### src/rtl/music_seq.sv
// Music sequencer: reads a register-dump track from ROM and streams one PSG register
// write per ROM byte, one frame of writes per 50/60 Hz tick.
`timescale 1ns/1ps

module music_seq #(
    parameter int ROM_WIDTH   = 17,
    parameter int REG_COUNT   = 14,
    parameter int DIV_50      = 480000,
    parameter int DIV_60      = 400000,
    parameter int ROM_LATENCY = 1
) (
    input  logic                 clk,
    input  logic                 reset,
    input  logic [2:0]           cpu_addr,
    input  logic [7:0]           cpu_din,
    input  logic                 cpu_wr,
    output logic [7:0]           cpu_dout,
    output logic [ROM_WIDTH-1:0] rom_addr,
    input  logic [7:0]           rom_data,
    output logic [3:0]           psg_addr,
    output logic [7:0]           psg_data,
    output logic                 psg_valid,
    input  logic                 psg_ready,
    output logic                 psg_reset,
    output logic                 psg_mute
);

    localparam int DIV_MAX = (DIV_50 > DIV_60) ? DIV_50 : DIV_60;
    localparam int CNT_W   = $clog2(DIV_MAX);
    localparam int LAT_W   = $clog2(ROM_LATENCY + 1);
    localparam logic [LAT_W-1:0] LAT      = LAT_W'(ROM_LATENCY);
    localparam logic [3:0]       LAST_REG = 4'(REG_COUNT - 1);

    typedef enum logic [2:0] {IDLE, HDR, SKIP, WAITFRAME, FETCH, WRITE} state_t;

    function automatic logic [7:0] reg_mask(input logic [3:0] r);
        case (r)
            4'd0, 4'd2, 4'd4, 4'd7, 4'd11, 4'd12: reg_mask = 8'hFF;
            4'd1, 4'd3, 4'd5, 4'd13:              reg_mask = 8'h0F;
            4'd6, 4'd8, 4'd9, 4'd10:              reg_mask = 8'h1F;
            default:                              reg_mask = 8'h00;
        endcase
    endfunction

    // Header fields are visited in this order: length hi/lo, flags, rate, loop hi/lo.
    function automatic logic [7:0] hdr_offset(input logic [2:0] i);
        case (i)
            3'd0:    hdr_offset = 8'h0E;
            3'd1:    hdr_offset = 8'h0F;
            3'd2:    hdr_offset = 8'h13;
            3'd3:    hdr_offset = 8'h1B;
            3'd4:    hdr_offset = 8'h1E;
            3'd5:    hdr_offset = 8'h1F;
            default: hdr_offset = 8'h0E;
        endcase
    endfunction

    function automatic logic [ROM_WIDTH-1:0] frame_addr(
        input logic [ROM_WIDTH-1:0] b,
        input logic [ROM_WIDTH-1:0] ff,
        input logic                 il,
        input logic [14:0]          len,
        input logic [14:0]          f,
        input logic [3:0]           r
    );
        logic [31:0] sum;
        sum = 32'(b) + 32'(ff) + (il ? (32'(r) * 32'(len) + 32'(f))
                                     : (32'(f) * 32'd16 + 32'(r)));
        frame_addr = sum[ROM_WIDTH-1:0];
    endfunction

    state_t                state_r, state_n;
    logic [ROM_WIDTH-1:0]  base_r, base_n;
    logic [1:0]            ovr_r, ovr_n;
    logic                  playing_r, playing_n;
    logic                  loop_r, loop_n;
    logic                  paused_r, paused_n;
    logic                  overrun_r, overrun_n;
    logic                  tick_pending_r, tick_pending_n;
    logic [CNT_W-1:0]      div_cnt_r, div_cnt_n;
    logic [ROM_WIDTH-1:0]  rom_addr_r, rom_addr_n;
    logic [LAT_W-1:0]      wait_r, wait_n;
    logic [2:0]            hdr_idx_r, hdr_idx_n;
    logic [1:0]            nul_cnt_r, nul_cnt_n;
    logic                  interleave_r, interleave_n;
    logic                  rate50_r, rate50_n;
    logic [14:0]           length_r, length_n;
    logic [14:0]           loop_pt_r, loop_pt_n;
    logic [ROM_WIDTH-1:0]  first_frame_r, first_frame_n;
    logic [14:0]           frame_r, frame_n;
    logic [3:0]            reg_idx_r, reg_idx_n;
    logic                  psg_valid_r, psg_valid_n;
    logic [3:0]            psg_addr_r, psg_addr_n;
    logic [7:0]            psg_data_r, psg_data_n;

    logic [23:0]           base_wide_s;
    logic                  use50_s;
    logic [CNT_W-1:0]      period_m1_s;
    logic                  tick_s;
    logic                  consume_s;

    assign base_wide_s = 24'(base_r);
    assign use50_s     = (ovr_r == 2'd1) | ((ovr_r != 2'd2) & rate50_r);
    assign period_m1_s = use50_s ? CNT_W'(DIV_50 - 1) : CNT_W'(DIV_60 - 1);
    assign tick_s      = (state_r != IDLE) && (div_cnt_r >= period_m1_s);

    // Next-state, datapath and CPU command decode; CPU commands are applied last so they win.
    always_comb begin
        state_n        = state_r;
        base_n         = base_r;
        ovr_n          = ovr_r;
        playing_n      = playing_r;
        loop_n         = loop_r;
        paused_n       = paused_r;
        overrun_n      = overrun_r;
        tick_pending_n = tick_pending_r;
        rom_addr_n     = rom_addr_r;
        hdr_idx_n      = hdr_idx_r;
        nul_cnt_n      = nul_cnt_r;
        interleave_n   = interleave_r;
        rate50_n       = rate50_r;
        length_n       = length_r;
        loop_pt_n      = loop_pt_r;
        first_frame_n  = first_frame_r;
        frame_n        = frame_r;
        reg_idx_n      = reg_idx_r;
        psg_valid_n    = psg_valid_r;
        psg_addr_n     = psg_addr_r;
        psg_data_n     = psg_data_r;
        consume_s      = 1'b0;

        if (wait_r != '0) begin
            wait_n = wait_r - LAT_W'(1);
        end else begin
            wait_n = wait_r;
        end

        if ((state_r == IDLE) || tick_s) begin
            div_cnt_n = '0;
        end else begin
            div_cnt_n = div_cnt_r + CNT_W'(1);
        end

        case (state_r)
            IDLE: begin
                state_n = IDLE;
            end
            HDR: begin
                if (wait_r == '0) begin
                    case (hdr_idx_r)
                        3'd0:    length_n[14:8]  = rom_data[6:0];
                        3'd1:    length_n[7:0]   = rom_data;
                        3'd2:    interleave_n    = rom_data[0];
                        3'd3:    rate50_n        = (rom_data == 8'd50);
                        3'd4:    loop_pt_n[14:8] = rom_data[6:0];
                        3'd5:    loop_pt_n[7:0]  = rom_data;
                        default: hdr_idx_n       = 3'd0;
                    endcase
                    if (hdr_idx_r != 3'd5) begin
                        hdr_idx_n  = hdr_idx_r + 3'd1;
                        rom_addr_n = base_r + ROM_WIDTH'(hdr_offset(hdr_idx_r + 3'd1));
                    end else begin
                        state_n    = SKIP;
                        nul_cnt_n  = 2'd0;
                        rom_addr_n = base_r + ROM_WIDTH'(8'h22);
                    end
                    wait_n = LAT;
                end else begin
                    state_n = HDR;
                end
            end
            SKIP: begin
                if (wait_r == '0) begin
                    rom_addr_n = rom_addr_r + ROM_WIDTH'(1);
                    wait_n     = LAT;
                    if (rom_data == 8'h00) begin
                        if (nul_cnt_r == 2'd2) begin
                            // Frame data starts right after the third string terminator.
                            first_frame_n = rom_addr_r + ROM_WIDTH'(1) - base_r;
                            frame_n       = 15'd0;
                            if (loop_pt_r >= length_r) begin
                                loop_pt_n = 15'd0;
                            end else begin
                                loop_pt_n = loop_pt_r;
                            end
                            if (length_r == 15'd0) begin
                                state_n   = IDLE;
                                playing_n = 1'b0;
                            end else begin
                                state_n = WAITFRAME;
                            end
                        end else begin
                            nul_cnt_n = nul_cnt_r + 2'd1;
                        end
                    end else begin
                        nul_cnt_n = nul_cnt_r;
                    end
                end else begin
                    state_n = SKIP;
                end
            end
            WAITFRAME: begin
                if (tick_pending_r && !paused_r) begin
                    consume_s      = 1'b1;
                    tick_pending_n = 1'b0;
                    reg_idx_n      = 4'd0;
                    state_n        = FETCH;
                    rom_addr_n     = frame_addr(base_r, first_frame_r, interleave_r,
                                                length_r, frame_r, 4'd0);
                    wait_n         = LAT;
                end else begin
                    state_n = WAITFRAME;
                end
            end
            FETCH: begin
                if (wait_r == '0) begin
                    psg_addr_n  = reg_idx_r;
                    psg_data_n  = rom_data & reg_mask(reg_idx_r);
                    psg_valid_n = 1'b1;
                    state_n     = WRITE;
                end else begin
                    state_n = FETCH;
                end
            end
            WRITE: begin
                if (psg_ready) begin
                    psg_valid_n = 1'b0;
                    if (reg_idx_r < LAST_REG) begin
                        reg_idx_n  = reg_idx_r + 4'd1;
                        state_n    = FETCH;
                        rom_addr_n = frame_addr(base_r, first_frame_r, interleave_r,
                                                length_r, frame_r, reg_idx_r + 4'd1);
                        wait_n     = LAT;
                    end else if (frame_r + 15'd1 == length_r) begin
                        if (loop_r) begin
                            frame_n = loop_pt_r;
                            state_n = WAITFRAME;
                        end else begin
                            playing_n = 1'b0;
                            paused_n  = 1'b0;
                            state_n   = IDLE;
                        end
                    end else begin
                        frame_n = frame_r + 15'd1;
                        state_n = WAITFRAME;
                    end
                end else begin
                    state_n = WRITE;
                end
            end
            default: begin
                state_n = IDLE;
            end
        endcase

        // A tick arriving while one is still pending is lost and flagged.
        if (tick_s) begin
            if (tick_pending_r && !consume_s) begin
                overrun_n = 1'b1;
            end else begin
                overrun_n = overrun_r;
            end
            tick_pending_n = 1'b1;
        end else begin
            tick_pending_n = tick_pending_n;
        end

        if (cpu_wr) begin
            case (cpu_addr)
                3'd0: begin
                    case (cpu_din)
                        8'd1, 8'd2: begin
                            state_n        = HDR;
                            hdr_idx_n      = 3'd0;
                            rom_addr_n     = base_r + ROM_WIDTH'(8'h0E);
                            wait_n         = LAT;
                            psg_valid_n    = 1'b0;
                            paused_n       = 1'b0;
                            overrun_n      = 1'b0;
                            playing_n      = 1'b1;
                            loop_n         = (cpu_din == 8'd2);
                            tick_pending_n = 1'b0;
                            div_cnt_n      = '0;
                        end
                        8'd3: begin
                            state_n     = IDLE;
                            psg_valid_n = 1'b0;
                            playing_n   = 1'b0;
                            paused_n    = 1'b0;
                            loop_n      = 1'b0;
                        end
                        8'd4:    paused_n = playing_r;
                        8'd5:    paused_n = 1'b0;
                        default: paused_n = paused_n;
                    endcase
                end
                3'd1:    base_n = ROM_WIDTH'({cpu_din, base_wide_s[15:0]});
                3'd2:    base_n = ROM_WIDTH'({base_wide_s[23:16], cpu_din, base_wide_s[7:0]});
                3'd3:    base_n = ROM_WIDTH'({base_wide_s[23:8], cpu_din});
                3'd4:    ovr_n  = cpu_din[1:0];
                default: ovr_n  = ovr_n;
            endcase
        end else begin
            ovr_n = ovr_n;
        end
    end

    // State and datapath registers with synchronous reset.
    always_ff @(posedge clk) begin
        if (reset) begin
            state_r        <= IDLE;
            base_r         <= '0;
            ovr_r          <= 2'd0;
            playing_r      <= 1'b0;
            loop_r         <= 1'b0;
            paused_r       <= 1'b0;
            overrun_r      <= 1'b0;
            tick_pending_r <= 1'b0;
            div_cnt_r      <= '0;
            rom_addr_r     <= '0;
            wait_r         <= '0;
            hdr_idx_r      <= 3'd0;
            nul_cnt_r      <= 2'd0;
            interleave_r   <= 1'b0;
            rate50_r       <= 1'b0;
            length_r       <= 15'd0;
            loop_pt_r      <= 15'd0;
            first_frame_r  <= '0;
            frame_r        <= 15'd0;
            reg_idx_r      <= 4'd0;
            psg_valid_r    <= 1'b0;
            psg_addr_r     <= 4'd0;
            psg_data_r     <= 8'd0;
        end else begin
            state_r        <= state_n;
            base_r         <= base_n;
            ovr_r          <= ovr_n;
            playing_r      <= playing_n;
            loop_r         <= loop_n;
            paused_r       <= paused_n;
            overrun_r      <= overrun_n;
            tick_pending_r <= tick_pending_n;
            div_cnt_r      <= div_cnt_n;
            rom_addr_r     <= rom_addr_n;
            wait_r         <= wait_n;
            hdr_idx_r      <= hdr_idx_n;
            nul_cnt_r      <= nul_cnt_n;
            interleave_r   <= interleave_n;
            rate50_r       <= rate50_n;
            length_r       <= length_n;
            loop_pt_r      <= loop_pt_n;
            first_frame_r  <= first_frame_n;
            frame_r        <= frame_n;
            reg_idx_r      <= reg_idx_n;
            psg_valid_r    <= psg_valid_n;
            psg_addr_r     <= psg_addr_n;
            psg_data_r     <= psg_data_n;
        end
    end

    // CPU read mux.
    always_comb begin
        case (cpu_addr)
            3'd0:    cpu_dout = {4'b0000, overrun_r, paused_r, loop_r, playing_r};
            3'd1:    cpu_dout = base_wide_s[23:16];
            3'd2:    cpu_dout = base_wide_s[15:8];
            3'd3:    cpu_dout = base_wide_s[7:0];
            3'd4:    cpu_dout = {6'b000000, ovr_r};
            3'd5:    cpu_dout = frame_r[7:0];
            3'd6:    cpu_dout = {1'b0, frame_r[14:8]};
            default: cpu_dout = 8'h00;
        endcase
    end

    assign rom_addr  = rom_addr_r;
    assign psg_addr  = psg_addr_r;
    assign psg_data  = psg_data_r;
    assign psg_valid = psg_valid_r;
    assign psg_reset = reset | (state_r == IDLE);
    assign psg_mute  = paused_r;

endmodule

### config.mk
export PLATFORM = sky130hd
export DESIGN_NAME = music_seq
export DESIGN_NICKNAME = d
export VERILOG_FILES = /design/src/rtl/music_seq.sv
export SDC_FILE = /design/constraint.sdc
export NUM_CORES = 1
export LEC_CHECK = 0
export ABC_AREA = 1
export CAP_MARGIN = 40
export CORE_ASPECT_RATIO = 1.2
export CORE_MARGIN = 3
export CORE_UTILIZATION = 45
export DETAILED_ROUTE_END_ITERATION = 8
export GPL_TIMING_DRIVEN = 0
export PLACE_DENSITY_LB_ADDON = 0.3
export SETUP_SLACK_MARGIN = 0.5
export SYNTH_ARGS = -nofsm -noshare
export SYNTH_HDL_FRONTEND = slang
export SYNTH_SLANG_ARGS = --single-unit
### constraint.sdc
create_clock -name clk -period 12.1 [get_ports clk]
set_input_delay 3.63 -clock clk [delete_from_list [all_inputs] [get_ports clk]]
set_output_delay 3.63 -clock clk [all_outputs]
set_load 0.05 [all_outputs]
# Word-level counts from Yosys, hierarchy flattened
# Memory sizes are Yosys's and may differ from the RTL's. A register that Yosys moved wholly into a read port is not among the register bits.
# Cells that the tools add are included.
[word_totals] register_bits=150 rom_bits=128 output_inout_bits=40 n_memories=1
[memory_table] memory="(no name shown)" depth=16 width=8 read_ports=1 rd_ports_with_merged_regs=1 wr=0 line_no="37" text="case (r)"
[classes] addsub=16 mul=1 n_lt_le_gt_ge=3 n_eq_ne=46 mux=125 n_bitwise=8 n_reduce_logical=37
[ops] cell="$mux 17" n=12
[ops] cell="$mux 15" n=12
[ops] cell="$mux 19" n=4
[ops] cell="$pmux 17 s4" n=1
[ops] cell="$pmux 15 s2" n=2
[ops] cell="$pmux 8 s7" n=1
[ops] cell="$mux 3" n=18
[ops] cell="$add 17x17->17" n=3
[ops] cell="$pmux 17 s3" n=1
[ops] cell="$mux 8" n=6
[ops] cell="$mux 1" n=44
[ops] cell="$eq 3x3->1 const B" n=9
[ops] cell="$pmux 5 s5" n=1
[ops] cell="$eq 3x2->1 const B" n=8
[ops] cell="$ne 2x2->1 const B" n=12
[ops] cell="$reduce_and 7->1" n=3
[ops] cell="$mux 4" n=5
[ops] cell="$reduce_and 4->1" n=5
[ops] cell="$add 19x1->19 const B" n=1
[ops] cell="$ge 19x19->1" n=1
[ops] cell="$add 17x1->17 const B" n=1
[ops] cell="$add 17x15->17" n=1
[ops] cell="$add 17x4->17" n=1
[ops] cell="$add 17x4->17 const B" n=1
[ops] cell="48 further kinds" n=83

# Logic depth before layout (Yosys ltp)
# Gate-level depths: netlist of run 1.
[depth] ltp_word=13 mapped_depth=37

# Least setup slack after synthesis of run 1
# No wires, ideal clock.
[synth_timing] path_kind="input-to-output" start="input cpu_addr[0]" end="output cpu_dout[3]" t_arrival_ps=5170 required_ps=8470 setup_slack_ps=3300 cell_stages=4 path_buffers=0 path_cell_list="inv_1 nor3_1 inv_1 o21ai_0"
[synth_between] elab_chain_cells=2 word_cells_on_any_way=8 cone_classes="eq/ne (6); mux (1); reduce/logical (1)"
[synth_lines] item="from (decl)" line_no="14" text="input logic [2:0] cpu_addr,"
[synth_lines] item="$eq 3x3->1, or another cell as far along" line_no="363" text="case (cpu_addr)"
[synth_lines] item="$pmux 8 s7 (*)" line_no="363"
[synth_lines] item="to (decl)" line_no="17" text="output logic [7:0] cpu_dout,"
# Every way passes the cells marked *; elsewhere a longest branch is shown, timed or not.

# Worst setup path in the final report of run 1
[layout_timing] start="input cpu_addr[2]" end="output cpu_dout[5]"
# Same word-level chain as after synthesis.

==> results.md, run 1 <==
* Post-Layout Inst Area at 16970 µm²
* Worst Clk Skew at 14.88 ps
* Rel. slew slack at a little under two fifths
* CP Class: input pin to primary output
* Setup TNS at 0 ps
* Tot Pwr at 1182 µW
* Post-DR wirelength/cell at 19.82 µm
* Register bit total from synthesis at 153
* Postcts setup bufs at 0
* Die width at ~170 µm
* Top cells by count, synth: nand2_1 (525), inv_1 (371), a21oi_1 (229)
* Syn Nets at 2585
* VDD IR-drop max at 0.0001395 V
* Row Count at between 70 and 80
* Area leader, netlist: dfxtp_1
* Die area at 35950 µm²
* Reg2reg setup slack at 4930 ps
* Iter 0 DRT Violations at 1564
* DRC at 0
* MaxCap Viol Count at 0
* Clock buffer depth at 2
* Finish-stage setup viols at 0
* Die Span Y at 207.1 µm
* DRT antenna net count at 0
* Clock Pin Slew Worst Setup and Hold Paths at around 60 ps
* Synthesized area at 15170 µm²
* Hold Vio Cnt, Final at 0
* Placed Cells at between 2k and 3k
* Initial Utilization at 45.74%
* Yosys cell types at 57
* Status: complete, no violations
* Antenna diodes at 0
* Crit end category: primary output
* Synth warn at 0
* Pleak at 0.008167 µW
* Number of enable flip-flop cells after synthesis at 0
* Reg2Reg Depth at 30
* Clk_lat worst skew at 460 ps
* Largest net degree at the start of global routing at 17
* CP endpoint: cpu_dout[5]
* Post-DP Area at around 16000 µm²
* Clock Sinks at 153
* # nets final at 2670
* Hold_buf cts at 0
* Layout Cells excl Fill at 2937
* CP startpoint: cpu_addr[2]
* Layout cells sized above 1 at 3.699%
* Average vias per placed instance at 5.726
* Worst Path Max Fanout at 5
* GRT Util Overall at 31.55%
* Worst-margin pin slew at 924.3 ps
* WL final at 58210 µm
* DP Wirelength at 47750 µm
* Drt pass-1 iters at 6
* Area contributors post-synth: dfxtp_1 (20%), nand2_1 (13%), ha_1 (11%)
* GRT overflow at 0
* Post-synth top area share at 20.20%
* R2R Path Start: reg_idx_r[0]
* Most frequent cell after synthesis: nand2_1
* Layout area overhead at 11.92%
* CTS tree: done
* H-Tree Depth at 4
* First-pass GRT wire length at around 89000 µm
* Syn avg cell area at 6.343 µm²
* CP required at 8470 ps
* Hold Path Class: register to register
* RSZ-0062 raised after global routing: false
* Final worst-path cycle share at 85.35%
* Number of buffers created by CTS at 17
* Crit path DAT at ~6700 ps
* Clk root buf: clkbuf_16
* Initial antenna violation count at 0
* Dominant synthesized flop cell: dfxtp_1
* Reg2Reg Capture Point: rom_addr[14]
* Core area at 33160 µm²
* Final min period at 10330 ps
* Gpl congestion at 1.030
* Seq/Total Area, Yosys at 20.20%
* Power per cell area at roughly 70 nW/µm²
* PostCTS Resize Cnt at 0
* Util after Layout at between 50% and 60%
* Number of port buffers at between 60 and 70
* Number of top-level pins at 63
* Final Max Slew Viols at 0
* Vias in the first global route at 16.07k
* Fmax achieved at 96.83 MHz
* Mapped Cells at 2391
* Crit start category: input pin
* Synth async-reset ratio at 0%
* DR vias at 16.82k
==> through the flow <==
step | setup slack [ps] | hold slack [ps]
global route | 1765 | 477.1
finish | 1772 | 447.8
global placement | 1876 | 433.6
detailed placement | 1870 | 436.7
floorplan | 3300 | 417.5
CTS | 1911 | 455.5
==> cell usage in the layout, fill, tap and decap left out, types with 6 or more instances in the layout <==
cell type and count:
fa_1 43, clkbuf_16 17, nor2_1 214, a21oi_1 229
o22ai_1 17, nor3_1 46, o21a_1 10, nand3_1 154
o21ai_0 174, inv_1 371, nor4_1 9, buf_2 17
a21boi_0 6, o21ai_1 7, o221ai_1 10, or2_2 11
o211ai_1 7, nand2_1 525, nor3b_1 6, o21bai_1 9
dfxtp_1 153, clkdlybuf4s50_1 61, xnor2_1 18, a211oi_1 11
clkbuf_1 39, a31oi_1 12, xor2_1 44, ha_1 128
nand4_1 53
==> how the worst min path moves through the flow <==
stage / startpoint / endpoint / slack, ps / depth (start not counted)
final: div_cnt_r[0] / div_cnt_r[0] / 450 / 1
after global routing: div_cnt_r[0] / div_cnt_r[0] / 480 / 1
after CTS: div_cnt_r[0] / div_cnt_r[0] / 460 / 1
after detailed placement: div_cnt_r[0] / div_cnt_r[0] / 440 / 1
after global placement: div_cnt_r[0] / div_cnt_r[0] / 430 / 1
after floorplan: div_cnt_r[0] / div_cnt_r[0] / 420 / 1
==> report_power, final <==
part | switching (µW) | internal (µW) | total, µW
Sequential | 4.41 | 506 | 510
Clock | 244 | 332 | 576
Combinational | 66.1 | 30.6 | 96.6
==> metal layers <==
layer	GRT usage [%]	wire [µm]	vias up
li1	-	-	8079
met1	37.97	23280	7845
met2	54.66	27590	705
met3	3.887	3789	187
met4	17.09	3548	0
met5	0	0	-
==> state kept, by name, indices dropped and copies added (netlist names), named ones only <==
register,count
reg_idx_r,4
interleave_r,1
tick_pending_r,1
frame_r,15
nul_cnt_r,2
div_cnt_r,19
loop_pt_r,15
psg_valid,1
psg_mute,1
psg_addr,4
rom_addr,17
state_r,3
playing_r,1
overrun_r,1
rate50_r,1
length_r,15
psg_data,8
first_frame_r,17
ovr_r,2
base_r,17
hdr_idx_r,3
loop_r,1
wait_r,1
==> worst max-delay path: stages <==
cell and delay [ps]:
clkdlybuf4s50_1 550, inv_1 110, nor3_1 690, inv_1 210
o22ai_1 330, a21oi_1 120, o21ai_0 160, clkdlybuf4s50_1 880
==> logic make-up (layout without fill, tap and decap cells) <==
group / count (synthesis) / count (layout) / synth area share [%]
buffers and inverters: 438 / 534 / 11.10
flip-flops: 153 / 153 / 20.20
XOR/XNOR: 63 / 63 / 3.729
adder cells (fa/ha/maj): 171 / 171 / 16.24
AND/OR/NAND/NOR: 1045 / 1045 / 29.70
AO/OA/AOI/OAI: 521 / 521 / 19.03
==> layout make-up <==
| type | count | area (µm²) |
|---|---|---|
| multi-input cells | 1800 | 10420 |
| clock inverters | 12 | 165.2 |
| fillers | 3473 | 16180 |
| clock buffers | 18 | 439.2 |
| plain buffers | 60 | 265.3 |
| inverters | 378 | 1419 |
| repair buffers | 66 | 640.6 |
| well taps | 450 | 563.0 |
| flip-flops and latches | 153 | 3063 |
Note: power is estimated with default switching activity, not from simulation.
==> run 2: changes to the inputs <==
CORE_ASPECT_RATIO = default   (was 1.2)
TNS_END_PERCENT = 5   (was default)
==> results.md, run 2 (same netlist as run 1, synthesis figures left out) <==
* Status: complete, no violations
* Number of port buffers at 61 (unchanged)
* Worst hold start: div_cnt_r[0]
* Die width at 189.6 µm (+9.2%)
* First-pass GRT wire length at 91450 µm (+3.1%)
* Crit start category: input pin
* Postcts setup bufs at 0 (unchanged)
* Largest net degree at the start of global routing at 17 (unchanged)
* Die Span Y at 189.6 µm (-8.5%)
* Pleak at 0.008146 µW (-0.26%)
* CP max stage delay at 820 ps (-60 ps)
* Biggest register: div_cnt_r
* Hold Slack at 454.5 ps (+6.729 ps)
* VDD IR-drop max at 0.0001065 V (-24%)
* Layout Cells excl Fill at 2929 (-0.27%)
* Clock Pin Slew Worst Setup and Hold Paths at 70 ps (about the same)
* Initial Utilization at 46.14% (+0.40 points)
* Sw Pwr at 326.4 µW (+3.8%)
* Worst-margin pin slew at 958.0 ps (+33.68 ps)
* Hold Path Class: register to register
* Average vias per placed instance at 5.798 (+1.3%)
* Most frequent cells in the layout: nand2_1 (525), inv_1 (371), a21oi_1 (229)
* Worst Path Max Fanout at 10 (+5)
* Placed Cells at 2897 (-0.34%)
* Worst Clk Skew at 17.83 ps (+2.948 ps)
* Worst path slowest cell: clkdlybuf4s50_1
* Post-DR wirelength/cell at 20.81 µm (+5.0%)
* CP Class: input pin to primary output
* Final Max Slew Viols at 0 (unchanged)
* # nets final at 2668 (-0.075%)
* CP required at 8470 ps (about the same)
* Hold_buf cts at 0 (unchanged)
* Hold EP: div_cnt_r[0]
* H-Tree Depth at 4 (unchanged)
* Gpl congestion at 1.079 (+4.8%)
* Clock buffer depth at 2 (unchanged)
* Number of buffers and inverters on the critical path at 5 (+1)
* Finish-stage setup viols at 0 (unchanged)
* Number of top-level pins at 63 (unchanged)
* Die area at 35940 µm² (about the same)
* Antenna diodes at 0 (unchanged)
* Crit path max-delay family: buffers and inverters
* Fmax achieved at 98.06 MHz (+1.3%)
* DRC at 0 (unchanged)
* R2R Path Start: reg_idx_r[0]
* MaxCap Viol Count at 0 (unchanged)
* Clk root buf: clkbuf_16
* Reg2reg setup slack at 4410 ps (-520 ps)
* Initial antenna violation count at 0 (unchanged)
* Power per cell area at 69.55 nW/µm² (-0.17%)
* Comb power frac at 8.5% (+0.3 points)
* Iter 0 DRT Violations at 2002 (+28%)
* Final worst-path cycle share at 84.28% (-1.1 points)
* Layout area overhead at 11.75%
* Setup TNS at 0 ps (unchanged)
* Reg2Reg Depth at 30 (unchanged)
* Clk_lat worst skew at 470 ps (about the same)
* Util after Layout at 51.56% (+0.37 points)
* Sequential Power Share at 43.3% (+0.2 points)
* Number of buffers created by CTS at 17 (unchanged)
* Commonest non-fill, non-tap cell in the layout: nand2_1
* Rel. slew slack at 35.46% (-2.9 points)
* Layout cells sized above 1 at 3.659% (-0.040 points)
* Row Count at 66 (-9.6%)
* Clock share of power at 48.3% (-0.4 points)
* Final min period at 10200 ps (-129.7 ps)
* CTS tree: done
* Max reg flops at 19 (unchanged)
* Switch share at 27.69% (+1.1 points)
* Most frequent CP cell: clkbuf_1
* Crit end category: primary output
* Reg2Reg Capture Point: rom_addr[14]
* DR vias at 16.98k (+0.99%)
* WL final at 60960 µm (+4.7%)
* Pint at 852.2 µW (-1.8%)
* PostCTS Resize Cnt at 0 (unchanged)
* Clock Sinks at 153 (unchanged)
* Hold Vio Cnt, Final at 0 (unchanged)
* Vias in the first global route at 15.84k (-1.4%)
* Crit path DAT at 6570 ps (-130 ps)
* Hold depth at 1 (unchanged)
* DRT antenna net count at 0 (unchanged)
* Crit-path cells: clkbuf_1, clkinv_1, clkbuf_1, clkbuf_1, nand2_1, clkdlybuf4s50_1
* Drt pass-1 iters at 8 (+2)
* DP Wirelength at 49690 µm (+4.1%)
* Core area at 32870 µm² (-0.87%)
* RSZ-0062 raised after global routing: false
* GRT overflow at 0 (unchanged)
* Tot Pwr at 1179 µW (-0.32%)
* GRT Util Overall at 33.32% (+1.8 points)
[run 2: changes by cell type in the layout (fill, tap and decap cells not counted), sizes merged]
cell,before,now
clkinv,6,3
inv,380,383
buf,26,24
clkinvlp,1,3
bufinv,3,2
clkbuf,57,58
[run 2: layout make-up]
class,count,area [µm²]
Inverter,378,1419
Clock inverter,13,157.7
Clock buffer,19,442.9
Buffer,60,265.3
Sequential cell,153,3063
Timing Repair Buffer,64,628.1
Fill cell,3395,15920
Tap cell,442,553.0
Multi-Input combinational cell,1800,10420
[run 2: worst max path at each step]
stage,cells after the start,end,startpoint
3_5_place_dp,6,psg_reset,reset
3_3_place_gp,6,psg_reset,reset
5_1_grt,6,psg_reset,reset
2_1_floorplan,4,cpu_dout[3],cpu_addr[0]
4_1_cts,6,psg_reset,reset
6_report,6,psg_reset,reset
[run 2: layer usage]
| metal | global-route usage [%] | share of wire (%) |
|---|---|---|
| met1 | 41.55 | 40 |
| met2 | 52.68 | 44 |
| met3 | 5.712 | 8.1 |
| met4 | 22.72 | 7.7 |
| met5 | 0 | 0 |
[run 2: per-stage QoR]
stage	setup slack [ps]	instance area (µm²)
global placement	1938	16330
finish	1902	16950
CTS	1967	16950
floorplan	3300	15170
detailed placement	1973	16350
global route	1876	16950
[run 2: power by group through the flow]
| stage | clock network, µW | registers (µW) | logic [µW] |
|---|---|---|---|
| 3_5_place_dp | 0 | 521 | 96.4 |
| 3_3_place_gp | 0 | 521 | 95.2 |
| 4_1_cts | 574 | 510 | 97.0 |
| 2_1_floorplan | 0 | 520 | 57.8 |
| 6_report | 569 | 510 | 99.8 |
| 5_1_grt | 595 | 510 | 108 |
